<file path="config.mk">
export PLATFORM = sky130hd
export DESIGN_NAME = sc_config_regbank_flat
export DESIGN_NICKNAME = d
export VERILOG_FILES = /design/src/rtl/sc_config_regbank_if.sv /design/src/rtl/sc_config_regbank.sv /design/src/flat_wrapper.sv
export SDC_FILE = /design/constraint.sdc
export NUM_CORES = 1
export LEC_CHECK = 0
export CAP_MARGIN = 20
export CORE_MARGIN = 2
export CORE_UTILIZATION = 57
export DETAILED_ROUTE_END_ITERATION = 10
export PLACE_DENSITY_LB_ADDON = 0.12
export SLEW_MARGIN = 40
export SYNTH_ARGS = -nofsm -noshare
export SYNTH_HDL_FRONTEND = slang
export SYNTH_SLANG_ARGS = --single-unit
</file>
<file path="constraint.sdc">
create_clock -name clk_i -period 45.2 [get_ports clk_i]
set_input_delay 9.04 -clock clk_i [delete_from_list [all_inputs] [get_ports clk_i]]
set_output_delay 9.04 -clock clk_i [all_outputs]
set_load 0.01 [all_outputs]
</file>
<file path="src/rtl/sc_config_regbank_if.sv">
// ---------------------------------------------------------------------------
// sc_config_regbank_if
//
// Avalon-MM slave bus used to reach the configuration register bank.
// Word addressed, 32-bit data, fixed one-cycle read latency, never stalls.
//
// Signals
//   address        word address (ADDR_W bits)
//   writedata      32-bit write data
//   byteenable     per-byte write enables, bit b covers writedata[8b+7:8b]
//   write          write strobe (qualified by chipselect)
//   read           read strobe (qualified by chipselect)
//   chipselect     slave select
//   readdata       registered read data, zero when not valid
//   readdatavalid  read data qualifier, one cycle after an accepted read
//   waitrequest_n  always 1, the slave never inserts wait states
//
// Modports
//   master  drives the strobes, samples read data
//   slave   samples the strobes, drives read data
// ---------------------------------------------------------------------------
interface sc_config_regbank_if #(
    parameter int ADDR_W = 5
) ();
    logic [ADDR_W-1:0] address;
    logic [31:0]       writedata;
    logic [3:0]        byteenable;
    logic              write;
    logic              read;
    logic              chipselect;
    logic [31:0]       readdata;
    logic              readdatavalid;
    logic              waitrequest_n;

    modport master (
        output address,
        output writedata,
        output byteenable,
        output write,
        output read,
        output chipselect,
        input  readdata,
        input  readdatavalid,
        input  waitrequest_n
    );

    modport slave (
        input  address,
        input  writedata,
        input  byteenable,
        input  write,
        input  read,
        input  chipselect,
        output readdata,
        output readdatavalid,
        output waitrequest_n
    );
endinterface

</file>
<file path="src/rtl/sc_config_regbank.sv">
// ---------------------------------------------------------------------------
// sc_config_regbank
//
// Register bank with read-only status words, double-buffered configuration
// words and a status-change interrupt, reached over an Avalon-MM slave.
//
// Software writes the shadow copy of the configuration, then requests a
// commit. The shadow copy is transferred to the active copy (config_o) in
// one go at the next frame boundary (commit_strobe_i), so downstream logic
// never sees a half-updated configuration. Setting IMMEDIATE makes the
// active copy follow the shadow copy every cycle.
//
// Word map (S = N_STATUS, C = N_STATUS + N_CONFIG)
//   0 .. S-1      status words (RO, live value of status_i)
//   S .. C-1      shadow configuration words (RW, byte enables honoured)
//   C             CTRL   bit0 COMMIT (W1, reads 0), bit1 IMMEDIATE (RW),
//                        bit2 PENDING (RO)
//   C+1           CHG    per status word change flags, write-1-to-clear
//   C+2           IRQ_EN per status word interrupt enables
//   others        read 0, writes ignored
//
// Ports
//   clk_i            single clock, rising edge
//   rst_i            asynchronous active-high reset
//   avalon_s         Avalon-MM slave (sc_config_regbank_if.slave)
//   status_i         N_STATUS packed 32-bit status words, word k at [32k+31:32k]
//   commit_strobe_i  frame-boundary pulse
//   config_o         N_CONFIG packed 32-bit active configuration words
//   commit_pending_o commit requested and not yet applied
//   irq_o            level interrupt, OR of enabled change flags (registered)
// ---------------------------------------------------------------------------
module sc_config_regbank #(
    parameter int N_STATUS = 3,
    parameter int N_CONFIG = 6,
    parameter int ADDR_W   = 5
) (
    input  logic                     clk_i,
    input  logic                     rst_i,
    sc_config_regbank_if.slave       avalon_s,
    input  logic [N_STATUS*32-1:0]   status_i,
    input  logic                     commit_strobe_i,
    output logic [N_CONFIG*32-1:0]   config_o,
    output logic                     commit_pending_o,
    output logic                     irq_o
);

    localparam int S_BASE      = N_STATUS;
    localparam int CTRL_ADDR   = N_STATUS + N_CONFIG;
    localparam int CHG_ADDR    = CTRL_ADDR + 1;
    localparam int IRQ_EN_ADDR = CTRL_ADDR + 2;

    // -----------------------------------------------------------------------
    // State
    // -----------------------------------------------------------------------
    logic [31:0]             shadow_reg [N_CONFIG];
    logic [31:0]             active_reg [N_CONFIG];
    logic                    immediate_reg;
    logic                    pending_reg;
    logic [N_STATUS-1:0]     chg_reg;
    logic [N_STATUS-1:0]     irq_en_reg;
    logic [N_STATUS*32-1:0]  prev_reg;
    logic                    prev_valid_reg;
    logic                    irq_reg;
    logic [31:0]             readdata_reg;
    logic                    readdatavalid_reg;

    // -----------------------------------------------------------------------
    // Bus decode
    // -----------------------------------------------------------------------
    logic                    wr_en;
    logic                    rd_en;
    logic [N_STATUS-1:0]     stat_sel;
    logic [N_CONFIG-1:0]     cfg_sel;
    logic                    ctrl_sel;
    logic                    chg_sel;
    logic                    irq_en_sel;
    logic [31:0]             byte_mask;

    assign wr_en      = avalon_s.chipselect & avalon_s.write;
    assign rd_en      = avalon_s.chipselect & avalon_s.read;
    assign ctrl_sel   = (avalon_s.address == ADDR_W'(CTRL_ADDR));
    assign chg_sel    = (avalon_s.address == ADDR_W'(CHG_ADDR));
    assign irq_en_sel = (avalon_s.address == ADDR_W'(IRQ_EN_ADDR));

    generate
        for (genvar gi = 0; gi < N_STATUS; gi++) begin : gen_stat_sel
            assign stat_sel[gi] = (avalon_s.address == ADDR_W'(gi));
        end
        for (genvar gi = 0; gi < N_CONFIG; gi++) begin : gen_cfg_sel
            assign cfg_sel[gi] = (avalon_s.address == ADDR_W'(S_BASE + gi));
        end
        for (genvar gi = 0; gi < 4; gi++) begin : gen_byte_mask
            assign byte_mask[8*gi +: 8] = {8{avalon_s.byteenable[gi]}};
        end
    endgenerate

    // -----------------------------------------------------------------------
    // Commit control
    // -----------------------------------------------------------------------
    // A commit fires on a frame strobe only when a request is already
    // registered, so a COMMIT write landing on a strobe cycle waits for the
    // next strobe. IMMEDIATE bypasses the request and fires every cycle.
    logic commit_fire;
    logic commit_req;

    assign commit_fire = (pending_reg & commit_strobe_i) | immediate_reg;
    assign commit_req  = wr_en & ctrl_sel & avalon_s.byteenable[0]
                       & avalon_s.writedata[0];

    // -----------------------------------------------------------------------
    // Status change detection
    // -----------------------------------------------------------------------
    // prev_valid_reg masks the first compare after reset, when prev_reg
    // still holds the reset value rather than a real sample of status_i.
    logic [N_STATUS-1:0] status_change;
    logic [N_STATUS-1:0] chg_clr;
    logic [N_STATUS-1:0] chg_next;

    generate
        for (genvar gi = 0; gi < N_STATUS; gi++) begin : gen_status_change
            assign status_change[gi] = prev_valid_reg
                & (status_i[32*gi +: 32] != prev_reg[32*gi +: 32]);
        end
    endgenerate

    assign chg_clr  = (wr_en & chg_sel & avalon_s.byteenable[0])
                    ? avalon_s.writedata[N_STATUS-1:0] : '0;
    // A change detected in the clearing cycle must not be lost.
    assign chg_next = (chg_reg & ~chg_clr) | status_change;

    // -----------------------------------------------------------------------
    // Read mux (AND-OR over one-hot selects; unmapped addresses give 0)
    // -----------------------------------------------------------------------
    logic [31:0] rd_word;

    always_comb begin
        rd_word = '0;
        for (int i = 0; i < N_STATUS; i++) begin
            if (stat_sel[i]) begin
                rd_word = rd_word | status_i[32*i +: 32];
            end
        end
        for (int i = 0; i < N_CONFIG; i++) begin
            if (cfg_sel[i]) begin
                rd_word = rd_word | shadow_reg[i];
            end
        end
        if (ctrl_sel) begin
            rd_word = {29'd0, pending_reg, immediate_reg, 1'b0};
        end
        if (chg_sel) begin
            rd_word = {{(32-N_STATUS){1'b0}}, chg_reg};
        end
        if (irq_en_sel) begin
            rd_word = {{(32-N_STATUS){1'b0}}, irq_en_reg};
        end
    end

    // -----------------------------------------------------------------------
    // Registers
    // -----------------------------------------------------------------------
    always_ff @(posedge clk_i or posedge rst_i) begin
        if (rst_i) begin
            for (int i = 0; i < N_CONFIG; i++) begin
                shadow_reg[i] <= '0;
                active_reg[i] <= '0;
            end
            immediate_reg     <= 1'b0;
            pending_reg       <= 1'b0;
            chg_reg           <= '0;
            irq_en_reg        <= '0;
            prev_reg          <= '0;
            prev_valid_reg    <= 1'b0;
            irq_reg           <= 1'b0;
            readdata_reg      <= '0;
            readdatavalid_reg <= 1'b0;
        end else begin
            // Active takes the shadow value as it stood before any write in
            // the same cycle; the new write stays in shadow for the next
            // commit.
            for (int i = 0; i < N_CONFIG; i++) begin
                if (wr_en && cfg_sel[i]) begin
                    shadow_reg[i] <= (shadow_reg[i] & ~byte_mask)
                                   | (avalon_s.writedata & byte_mask);
                end
                if (commit_fire) begin
                    active_reg[i] <= shadow_reg[i];
                end
            end

            if (wr_en && ctrl_sel && avalon_s.byteenable[0]) begin
                immediate_reg <= avalon_s.writedata[1];
            end

            // A fresh request wins over the clear from a commit firing now.
            if (commit_req) begin
                pending_reg <= 1'b1;
            end else if (commit_fire) begin
                pending_reg <= 1'b0;
            end

            if (wr_en && irq_en_sel && avalon_s.byteenable[0]) begin
                irq_en_reg <= avalon_s.writedata[N_STATUS-1:0];
            end

            prev_reg       <= status_i;
            prev_valid_reg <= 1'b1;
            chg_reg        <= chg_next;
            irq_reg        <= |(chg_reg & irq_en_reg);

            readdatavalid_reg <= rd_en;
            readdata_reg      <= rd_en ? rd_word : '0;
        end
    end

    // -----------------------------------------------------------------------
    // Outputs
    // -----------------------------------------------------------------------
    generate
        for (genvar gi = 0; gi < N_CONFIG; gi++) begin : gen_config_out
            assign config_o[32*gi +: 32] = active_reg[gi];
        end
    endgenerate

    assign commit_pending_o       = pending_reg;
    assign irq_o                  = irq_reg;
    assign avalon_s.readdata      = readdata_reg;
    assign avalon_s.readdatavalid = readdatavalid_reg;
    assign avalon_s.waitrequest_n = 1'b1;

endmodule
</file>
<file path="src/flat_wrapper.sv">
// flat-port wrapper written by rule: the top's interface ports become plain ports
module sc_config_regbank_flat 
#(
    parameter int N_STATUS = 3,
    parameter int N_CONFIG = 6,
    parameter int ADDR_W   = 5
)
  (clk_i, rst_i, status_i, commit_strobe_i, config_o, commit_pending_o, irq_o, avalon_s_address, avalon_s_writedata, avalon_s_byteenable, avalon_s_write, avalon_s_read, avalon_s_chipselect, avalon_s_readdata, avalon_s_readdatavalid, avalon_s_waitrequest_n);
  sc_config_regbank_if #(.ADDR_W(ADDR_W)) avalon_s_i ();
  input  logic clk_i;
  input  logic rst_i;
  input  logic [N_STATUS*32-1:0] status_i;
  input  logic commit_strobe_i;
  output logic [N_CONFIG*32-1:0] config_o;
  output logic commit_pending_o;
  output logic irq_o;
  input wire logic [$bits(avalon_s_i.address)-1:0] avalon_s_address;
  input wire logic [$bits(avalon_s_i.writedata)-1:0] avalon_s_writedata;
  input wire logic [$bits(avalon_s_i.byteenable)-1:0] avalon_s_byteenable;
  input wire logic [$bits(avalon_s_i.write)-1:0] avalon_s_write;
  input wire logic [$bits(avalon_s_i.read)-1:0] avalon_s_read;
  input wire logic [$bits(avalon_s_i.chipselect)-1:0] avalon_s_chipselect;
  output wire logic [$bits(avalon_s_i.readdata)-1:0] avalon_s_readdata;
  output wire logic [$bits(avalon_s_i.readdatavalid)-1:0] avalon_s_readdatavalid;
  output wire logic [$bits(avalon_s_i.waitrequest_n)-1:0] avalon_s_waitrequest_n;
  assign avalon_s_i.address = avalon_s_address;
  assign avalon_s_i.writedata = avalon_s_writedata;
  assign avalon_s_i.byteenable = avalon_s_byteenable;
  assign avalon_s_i.write = avalon_s_write;
  assign avalon_s_i.read = avalon_s_read;
  assign avalon_s_i.chipselect = avalon_s_chipselect;
  assign avalon_s_readdata = avalon_s_i.readdata;
  assign avalon_s_readdatavalid = avalon_s_i.readdatavalid;
  assign avalon_s_waitrequest_n = avalon_s_i.waitrequest_n;
  sc_config_regbank #(.N_STATUS(N_STATUS), .N_CONFIG(N_CONFIG), .ADDR_W(ADDR_W)) u_core (.clk_i(clk_i), .rst_i(rst_i), .avalon_s(avalon_s_i), .status_i(status_i), .commit_strobe_i(commit_strobe_i), .config_o(config_o), .commit_pending_o(commit_pending_o), .irq_o(irq_o));
endmodule
</file>
; ---- Word-level counts from Yosys, hierarchy flattened
; Cells that the tools add are included.
; W data, S select, Z words.
[op_classes]
mux = 16
magnitude_cmp = 0
n_reduce_logical = 13
n_eq_ne = 14
bitwise = 38
addsub = 0
shift = 0
mul = 0
n_div = 0
[op_table]
columns = operator, count
row1 = $or A32 B32 Y32, 14
row2 = $mux W32, 13
row3 = $and A32 B32 Y32, 7
row4 = $ne A32 B32 Y1, 3
row5 = $not A32 Y32, 1
row6 = $eq A5 B3 Y1 const B, 4
row7 = $eq A5 B4 Y1 const B, 4
row8 = $and A1 B1 Y1, 11
row9 = $eq A5 B2 Y1 const B, 2
row10 = $logic_and A1 B1 Y1, 10
row11 = $and A3 B3 Y3, 2
row12 = $eq A5 B1 Y1 const B, 1
row13 = $logic_not A5 Y1, 1
row14 = $mux W3, 1
row15 = $not A3 Y3, 1
row16 = $or A3 B3 Y3, 1
row17 = $reduce_or A3 Y1, 1
row18 = $mux W1, 2
row19 = $reduce_bool A2 Y1, 1
row20 = $or A1 B1 Y1, 1
[word_totals]
wordCells = 102
mem_bits_rw = 0
mem_count = 0
latch_bits = 0
reg_bits = 523
in_bits = 143
mem_bits_ro = 0
output_inout_bits = 228

; ---- Longest topological paths before layout
; Gate-level depths: netlist of the first run.
[depth]
ltp_word = 22
mapped_depth = 8

; ---- Worst setup path after synthesis of the first run
; Ideal clock, no wire load.
[synth_timing]
path_kind = in2reg
from = in avalon_s_address[3]
to = reg (tool-made name)
path_slack_ns = 34.542
t_arrival_ns = 10.533
t_required_ns = 45.075
n_path_buf = 3
cell_stages = 7
cell_sequence = buf_2 or3_1 buf_2 or2_1 buf_6 nor2_8 mux2_2
[synth_rtl]
columns = element, line_no
row1 = "start, declared", flat_wrapper.sv:17  ; input wire logic [$bits(avalon_s_i.address)-1:0] avalon_s_address;

==> out/metrics.cfg, run 1 <==
[outcome]
status=completed

[timing]
fin_tns_setup_ns=0
rsz0062_at_grt=no
finalWorstSetupSlack_ns=33.64
whs_ns=0.503
max_freq_ghz=0.0865
finClkSkew_ns=0.0108
period_minus_slack_ns=11.56
relSlewSlack_pct=48.2
fin_crit_sh_pct=25.6
slew_violations=0
hold_viol_final=0
setup_viol=0
worstMarginPinSlew_ns=0.778

[final_layout]
fin_util_pct=73.9
fin_cells=2285
finalInstanceArea_um2=26900
drive_above_1_share_pct=28.1
area_delta_synth_final_pct=28.0
layout.nets=1919

[synth]
yosysSeqAreaShare_pct=62.3
ys.flop_type=dfrtp_1
netlist_area_um2=21000
synth_cells=1407
yosysUniqueCellTypes=48
synth-edff-count=0
synth-seq-cells=523
synth_top_area_cell=dfrtp_1
synth_top_cell_area_share_pct=62.3
ys_async_sr_fraction_pct=100
postSynthAreaPerCell_um2=14.9
ys_top_cells_by_area=dfrtp_1 (62%), mux2_2 (21%), xnor2_1 (4.0%)
yosysWarnings=0

[drt]
post_drt_wl_per_cell_um=26.3
via_per_inst=6.12
drtAntennaViolNets=0
drc=0
firstDrtPassIters=8
routed_wl_um=60000
vias=14000
first_iter_violations=1227

[floorplan]
row_count=70
die_area_um2=38400
die_w_um=196
fp.dieH_um=196
start_util_pct=57.7
coreArea_um2=36400
io_pins=371

[critical_path]
worstSetupStartpointType=input pin
crit_type=input pin to flip-flop
critPathMaxStageDelay_ns=0.66
cp.arrival_ns=12.01
cp_max_fo=19
critPathCaptureType=flip-flop
critPathTopFamily=simple AND/OR/NAND/NOR gates
cp_num_buf_inv=2
cp.required_ns=45.65
slowest_stage=clkdlybuf4s50_1
cp_cell_sequence=clkdlybuf4s50_1 > nor3b_1 > and2_2 > buf_4 > nand2_1 > mux2_2

[power]
power_mw=1.16
vdd_drop_max_v=0.0000285
leakagePower_nw=12.2
power_density_nw_per_um2=43.1

[placed_design]
gp_congestion=0.852
io_buffers=369
place_area_um2=25300
dp_cells=2192
dp_hpwl_um=41600
detailedPlace.worstSlack_ns=32.69

[cts]
worstSkewPairLatency_ns=0.56
hold_buffers=0
cts_setup_buffers=0
cts_made_buffers=50
cts.clk_slew.worst_paths_ns=0.06
clockBufferDepth=3
clockRootBuffer=clkbuf_16
cts_max_level=2
cts_tree=built
ctsResizeCount=0
clkSinkCount=523

[global_routing]
grt_pass1_wl_um=90000
grt_start_max_net_pins=99
overflow=0
antenna_found_initial=5
grt_pass1_vias=14300
grt_use_total_pct=31.4

[job]
max_cap_violations=0

[worst_hold_path]
hold_path_class=flip-flop to flip-flop

## per-layer routing
layer / GRT usage (%) / vias up / wire length, um
met5: 0 / - / 41
met4: 9.32 / 6 / 1630
met3: 5.62 / 120 / 4530
met2: 49.1 / 632 / 28200
met1: 45.6 / 7307 / 25600
li1: - / 5921 / -
## worst paths after layout
kind                                    startpoint              endpoint  slack [ns]  cells past startpoint
setup / recovery               avalon_s_address[2]             flip-flop       33.64                      6
min in group asynchronous                    rst_i  u_core.config_o[133]        8.95                      2
max in group asynchronous                    rst_i   u_core.config_o[90]       33.73                      5
setup reg to reg           u_core.commit_pending_o   u_core.config_o[11]       43.08                      4
hold reg to reg                u_core.config_o[30]   u_core.config_o[30]        0.50                      1
hold / removal                 u_core.config_o[30]   u_core.config_o[30]        0.50                      1
## logic make-up after synthesis
logic type	share of synthesized area, %
flip-flops	62.3
other	0.0178
buffers and inverters	1.58
multiplexers	22.4
AO/OA/AOI/OAI	5.90
XOR/XNOR	4.00
AND/OR/NAND/NOR	3.89
## area by class of cell
type                    instances  area [um^2]
inverters                       4         22.5
fillers                      2396         9520
well taps                     468          586
clock buffers                  76         1480
diodes                          2         5.00
repair buffers                386         3920
multi-input cells             811         7660
flip-flops and latches        523        13100
clock inverters                15          159
## worst register-to-register path: stages (launching register included)
cell and delay (ns):
dfrtp_1 0.46, a21oi_4 0.18, buf_12 0.38, buf_16 0.39, mux2_2 0.60
## synth_stat cells, types with 2 or more instances
| cell type | count |
|---|---|
| nor3_4 | 4 |
| nand2b_1 | 3 |
| nand2_1 | 47 |
| a31oi_1 | 29 |
| a22o_1 | 5 |
| nand4_1 | 25 |
| a221oi_1 | 29 |
| mux2_1 | 5 |
| nand2_2 | 4 |
| inv_1 | 4 |
| nor2_8 | 4 |
| nor3b_1 | 2 |
| nand3_1 | 6 |
| nor2_1 | 10 |
| a222oi_1 | 20 |
| and2_1 | 3 |
| clkbuf_1 | 39 |
| nor4_1 | 7 |
| dfrtp_1 | 523 |
| nor2_2 | 4 |
| o21ai_0 | 7 |
| buf_4 | 4 |
| and3_1 | 5 |
| xnor2_1 | 96 |
| buf_1 | 6 |
| a21oi_1 | 9 |
| buf_6 | 2 |
| a22oi_1 | 24 |
| mux2_2 | 383 |
| o2bb2ai_1 | 28 |
| nor2b_1 | 5 |
| buf_2 | 19 |
| mux2i_1 | 31 |
## power by group
group / internal, mW / total [mW] / leakage, nW / switching [mW]
clock network: 0.243 / 0.417 / 0.807 / 0.174
registers: 0.518 / 0.552 / 6.93 / 0.0342
logic: 0.110 / 0.191 / 4.46 / 0.0804
## placed cells by master (no fill, tap or decap), types with 7 or more instances in the layout
master	netlist	layout
nand4_1	25	25
clkdlybuf4s50_1	0	367
mux2_2	383	383
clkbuf_16	0	51
nand2_1	47	46
nor4_1	7	7
clkinv_2	0	9
a22oi_1	24	24
a31oi_1	29	29
clkbuf_8	0	12
o2bb2ai_1	28	28
o21ai_0	7	7
buf_4	4	7
a221oi_1	29	29
dfrtp_1	523	523
a222oi_1	20	20
mux2i_1	31	31
a21oi_1	9	8
clkbuf_1	39	14
xnor2_1	96	96
nor2_1	10	7
Power figures use the tool's default switching activity.
==> run 2, diff against run 1 <==
- CORE_UTILIZATION: 57 -> 53
- clock period: 45.2 -> 11.6 ns (I/O delays scaled with it)
==> run 2 against run 1 <==
Global-route usage is 1.5 points lower; sequential power grew to 3.9 times the previous value; core utilization is 4.1 points lower; die area is 7.4% higher; routed wire length is 2.0% higher; flip-flop and latch count stayed put; count of clock-buffer cells in the layout is 2 lower; final cell count is 2.6% higher; highest routed layer unchanged.
==> out/metrics.cfg, run 2 (synthesized netlist as in run 1, its figures left out) <==
[timing]
slew_violations=0  ; unchanged
setup_viol=0  ; unchanged
finClkSkew_ns=0.00927  ; was 0.0108 ns
fin_crit_sh_pct=41.6
period_minus_slack_ns=4.83
relSlewSlack_pct=46.4  ; was 48.2%
hold_viol_final=0  ; unchanged
worstMarginPinSlew_ns=0.804  ; was 0.778 ns
fin_tns_setup_ns=0  ; unchanged
max_freq_ghz=0.207
rsz0062_at_grt=no  ; unchanged

[floorplan]
die_w_um=203  ; was 196 um
fp.dieH_um=203  ; was 196 um
start_util_pct=54.0  ; was 57.7%
die_area_um2=41300  ; was 38400 um^2
io_pins=371  ; unchanged
coreArea_um2=38900  ; was 36400 um^2
row_count=72  ; was 70

[global_routing]
overflow=0  ; unchanged
grt_pass1_wl_um=92000  ; was 90000 um
antenna_found_initial=5  ; unchanged
grt_use_total_pct=29.9  ; was 31.4%
grt_start_max_net_pins=78  ; was 99
grt_pass1_vias=14400  ; was 14300

[critical_path]
cp_max_fo=19  ; unchanged
critPathCaptureType=flip-flop  ; unchanged
worstSetupStartpointType=input pin  ; unchanged
cp.required_ns=12.07  ; was 45.65 ns
cp.arrival_ns=5.30  ; was 12.01 ns
crit_type=input pin to flip-flop  ; unchanged

[final_layout]
drive_above_1_share_pct=28.4  ; was 28.1%
fin_cells=2345  ; was 2285
fin_util_pct=69.8  ; was 73.9%
final_cell_mix=dfrtp_1 (523), mux2_2 (383), clkdlybuf4s50_1 (368), xnor2_1 (96), clkbuf_16 (53)  ; was dfrtp_1 (523), mux2_2 (383), clkdlybuf4s50_1 (367), xnor2_1 (96), clkbuf_16 (51)
layout.nets=1926  ; was 1919
area_delta_synth_final_pct=29.2  ; was 28.0%
finalInstanceArea_um2=27200  ; was 26900 um^2
layout_commonest_cell=dfrtp_1  ; unchanged

[cts]
cts.clk_slew.worst_paths_ns=0.06  ; about the same
cts_max_level=2  ; unchanged
clkSinkCount=523  ; unchanged
hold_buffers=0  ; unchanged
ctsResizeCount=0  ; unchanged
worstSkewPairLatency_ns=0.58  ; was 0.56 ns
cts_made_buffers=52  ; was 50
cts_setup_buffers=0  ; unchanged
clockRootBuffer=clkbuf_16  ; unchanged
clockBufferDepth=3  ; unchanged
cts_tree=built  ; unchanged

[placed_design]
io_buffers=369  ; unchanged
place_area_um2=25300  ; about the same
dp_hpwl_um=43200  ; was 41600 um
gp_congestion=0.902  ; was 0.852
dp_cells=2246  ; was 2192

[worst_hold_path]
hold_path_class=flip-flop to flip-flop  ; unchanged

[drt]
drc=0  ; unchanged
routed_wl_um=61200  ; was 60000 um
firstDrtPassIters=8  ; unchanged
drtAntennaViolNets=0  ; unchanged
via_per_inst=5.89  ; was 6.12
first_iter_violations=1029  ; was 1227
vias=13800  ; was 14000
post_drt_wl_per_cell_um=26.1  ; was 26.3 um

[outcome]
status=completed  ; unchanged

[power]
power_density_nw_per_um2=172  ; was 43.1 nW/um^2
leakagePower_nw=12.3  ; was 12.2 nW
vdd_drop_max_v=0.000122  ; was 0.0000285 V

[job]
max_cap_violations=0  ; unchanged

[run 2: worst paths after layout]
path | from | to | slack, ns | cells after the start
worst max-delay path | avalon_s_address[3] | flip-flop | 6.77 | 6
worst max register to register | u_core.commit_pending_o | u_core.config_o[47] | 9.17 | 4
min in group asynchronous | rst_i | u_core.config_o[69] | 2.05 | 2
worst min register to register | u_core.config_o[138] | u_core.config_o[138] | 0.50 | 1
worst min-delay path | u_core.config_o[138] | u_core.config_o[138] | 0.50 | 1
max in group asynchronous | rst_i | async pin | 7.82 | 5
[run 2: critical path, stage by stage]
cell	delay, ns
clkdlybuf4s50_1	0.65
nor3b_2	0.48
and2_2	0.64
buf_4	0.37
nand2_1	0.40
mux2_2	0.41
[run 2: final cells by class]
type | instances | area [um^2]
flip-flops and latches | 523 | 13100
fillers | 2715 | 11700
multi-input cells | 811 | 7660
repair buffers | 391 | 3960
clock buffers | 74 | 1490
well taps | 518 | 648
clock inverters | 21 | 305
inverters | 4 | 18.8
diodes | 3 | 7.51
[run 2: power breakdown]
| group | internal [mW] | total (mW) | switching, mW |
|---|---|---|---|
| Sequential | 2.02 | 2.15 | 0.134 |
| Combinational | 0.430 | 0.745 | 0.315 |
| Clock | 1.07 | 1.77 | 0.700 |
| Total | 3.52 | 4.66 | 1.15 |
[run 2: layer usage]
metal | global-route usage (%) | up-vias | share of wire [%]
met2 | 46.3 | 582 | 46
met1 | 42.5 | 7161 | 43
met5 | 0 | - | 0.044
met3 | 6.07 | 122 | 7.4
li1 | - | 5935 | -
met4 | 10.5 | 4 | 3.3
[run 2: stage by stage]
step	power, mW	hold WS [ns]	setup WS [ns]
floorplan	2.49	0.477	2.17
global placement	2.91	0.471	6.35
detailed placement	2.93	0.493	6.25
CTS	4.70	0.507	6.86
global route	4.83	0.525	6.71
finish	4.66	0.502	6.77
==> run 3, diff against run 2 <==
- clock period: 11.6 -> 4.6 ns (I/O delays scaled with it)
==> run 3 against run 2 <==
Routed wire length grew 0.53%; clock power up 150%; core utilization is 0.30 points higher; worst hold slack worse by 0.016 ns.
==> out/metrics.cfg, run 3 (synthesized netlist as in run 1, its figures left out) <==
[cts]
ctsResizeCount=0  ; unchanged
clkSinkCount=523  ; unchanged
cts_made_buffers=52  ; unchanged
cts_tree=built  ; unchanged
worstSkewPairLatency_ns=0.58  ; about the same
clockRootBuffer=clkbuf_16  ; unchanged
clockBufferDepth=3  ; unchanged
cts_setup_buffers=0  ; unchanged
cts.clk_slew.worst_paths_ns=0.06  ; about the same
hold_buffers=0  ; unchanged
cts_max_level=2  ; unchanged

[drt]
post_drt_wl_per_cell_um=26.1  ; about the same
first_iter_violations=1040  ; was 1029
vias=13800  ; about the same
via_per_inst=5.88  ; was 5.89
routed_wl_um=61500  ; was 61200 um
drc=0  ; unchanged
drtAntennaViolNets=0  ; unchanged
firstDrtPassIters=7  ; was 8

[floorplan]
row_count=72  ; unchanged
die_area_um2=41300  ; unchanged
io_pins=371  ; unchanged
coreArea_um2=38900  ; unchanged
fp.dieH_um=203  ; unchanged
die_w_um=203  ; unchanged
start_util_pct=54.0  ; unchanged

[job]
max_cap_violations=0  ; unchanged

[outcome]
status=completed  ; unchanged

[placed_design]
dp_hpwl_um=43400  ; was 43200 um
detailedPlace.worstSlack_ns=0.857  ; was 6.25 ns
io_buffers=369  ; unchanged
dp_cells=2259  ; was 2246
gp_congestion=0.889  ; was 0.902

[timing]
fin_crit_sh_pct=69.9
setup_viol=0  ; unchanged
finClkSkew_ns=0.0102  ; was 0.00927 ns
max_freq_ghz=0.311
period_minus_slack_ns=3.22
finalWorstSetupSlack_ns=1.38  ; was 6.77 ns
rsz0062_at_grt=no  ; unchanged
slew_violations=0  ; unchanged
hold_viol_final=0  ; unchanged
worstMarginPinSlew_ns=0.897  ; was 0.804 ns
relSlewSlack_pct=40.2  ; was 46.4%

[global_routing]
grtUsageMet2_pct=45.8  ; was 46.3%
grt_use_total_pct=30.2  ; was 29.9%
overflow=0  ; unchanged
grt_pass1_wl_um=92500  ; was 92000 um
antenna_found_initial=7  ; was 5
grt-busiest-layer=met2  ; unchanged
grt_pass1_vias=14500  ; was 14400
grt_use_met3_pct=5.19  ; was 6.07%
use_met1_pct=44.0  ; was 42.5%
grt_start_max_net_pins=99  ; was 78

[final_layout]
fin_util_pct=70.1  ; was 69.8%
fin_cells=2356  ; was 2345
drive_above_1_share_pct=29.0  ; was 28.4%
layout_commonest_cell=dfrtp_1  ; unchanged
nFillCells=2722  ; was 2715
area_delta_synth_final_pct=29.8  ; was 29.2%
multi_input_area_um2=7650  ; was 7660 um^2
layout.nets=1939  ; was 1926
final_cell_mix=dfrtp_1 (523), mux2_2 (383), clkdlybuf4s50_1 (368), xnor2_1 (96), clkbuf_16 (53)  ; unchanged
seqCellArea_um2=13100  ; unchanged

[critical_path]
r2r_end=u_core.config_o[50]  ; was u_core.config_o[47]
slowest_stage=clkdlybuf4s50_1  ; unchanged
critPathCaptureType=flip-flop  ; unchanged
cp.required_ns=5.06  ; was 12.07 ns
r2r_cells=4  ; unchanged
cp_max_fo=23  ; was 19
crit_type=input pin to flip-flop  ; unchanged
regToRegSetupSlack_ns=2.53  ; was 9.17 ns
rr_startpoint=u_core.commit_pending_o  ; unchanged
critPathMaxStageDelay_ns=0.72  ; was 0.65 ns
worstSetupStartpointType=input pin  ; unchanged
cp_cell_sequence=clkdlybuf4s50_1 > buf_4 > nor2b_1 > and2_2 > nand2_1 > mux2_2  ; was clkdlybuf4s50_1 > nor3b_2 > and2_2 > buf_4 > nand2_1 > mux2_2
cp.arrival_ns=3.67  ; was 5.30 ns

[worst_hold_path]
hold_path_class=flip-flop to flip-flop  ; unchanged
min_from=u_core.config_o[2]  ; was u_core.config_o[138]
whs_endpoint=u_core.config_o[2]  ; was u_core.config_o[138]
hold_depth=2  ; was 1

[power]
leakagePower_nw=12.4  ; was 12.3 nW
vdd_drop_max_v=0.000296  ; was 0.000122 V
power_mw=11.7  ; was 4.66 mW
power_density_nw_per_um2=429  ; was 172 nW/um^2

==> run 3: how the worst max path moves through the flow <==
stage	start	to	depth (start not counted)
5_1_grt	avalon_s_address[1]	flip-flop	6
3_5_place_dp	avalon_s_address[1]	flip-flop	6
6_report	avalon_s_address[1]	flip-flop	6
3_3_place_gp	avalon_s_address[1]	flip-flop	4
4_1_cts	avalon_s_address[1]	flip-flop	6
2_1_floorplan	rst_i	async pin	1
==> run 3: layer usage <==
layer | part of all wire, % | up-vias
met5 | 0.088 | -
met4 | 3.3 | 8
met3 | 7.2 | 135
met2 | 46 | 584
met1 | 43 | 7168
li1 | - | 5950
==> run 3: layout make-up <==
cell class | count | share of cell area (%)
antenna | 3 | 0.0275
clock buffer | 79 | 5.77
clock inverter | 14 | 0.715
inverter | 4 | 0.0688
multi-input combinational | 811 | 28.1
sequential | 523 | 48.0
tap | 518 | 2.38
timing repair buffer | 404 | 15.0
==> run 3: critical path: cells and delay by family <==
| kind | cells | cell delay, ns |
|---|---|---|
| multiplexers | 1 | 0.42 |
| buffers and inverters | 2 | 0.98 |
| AND/OR/NAND/NOR | 3 | 1.34 |
==> run 3: per-stage QoR <==
step | hold slack, ns | instance area, um^2 | setup TNS (ns)
global route | 0.516 | 27300 | 0
detailed placement | 0.477 | 25500 | 0
finish | 0.486 | 27300 | 0
global placement | 0.464 | 25500 | 0
floorplan | 0.477 | 21000 | -1791.90
CTS | 0.490 | 27300 | 0
==> run 3: power breakdown <==
group	internal, mW	total [mW]	leakage, nW	switching, mW
clock	2.63	4.37	0.880	1.74
combinational	1.10	1.90	4.56	0.799
sequential	5.09	5.43	6.93	0.337
total	8.82	11.7	12.4	2.88
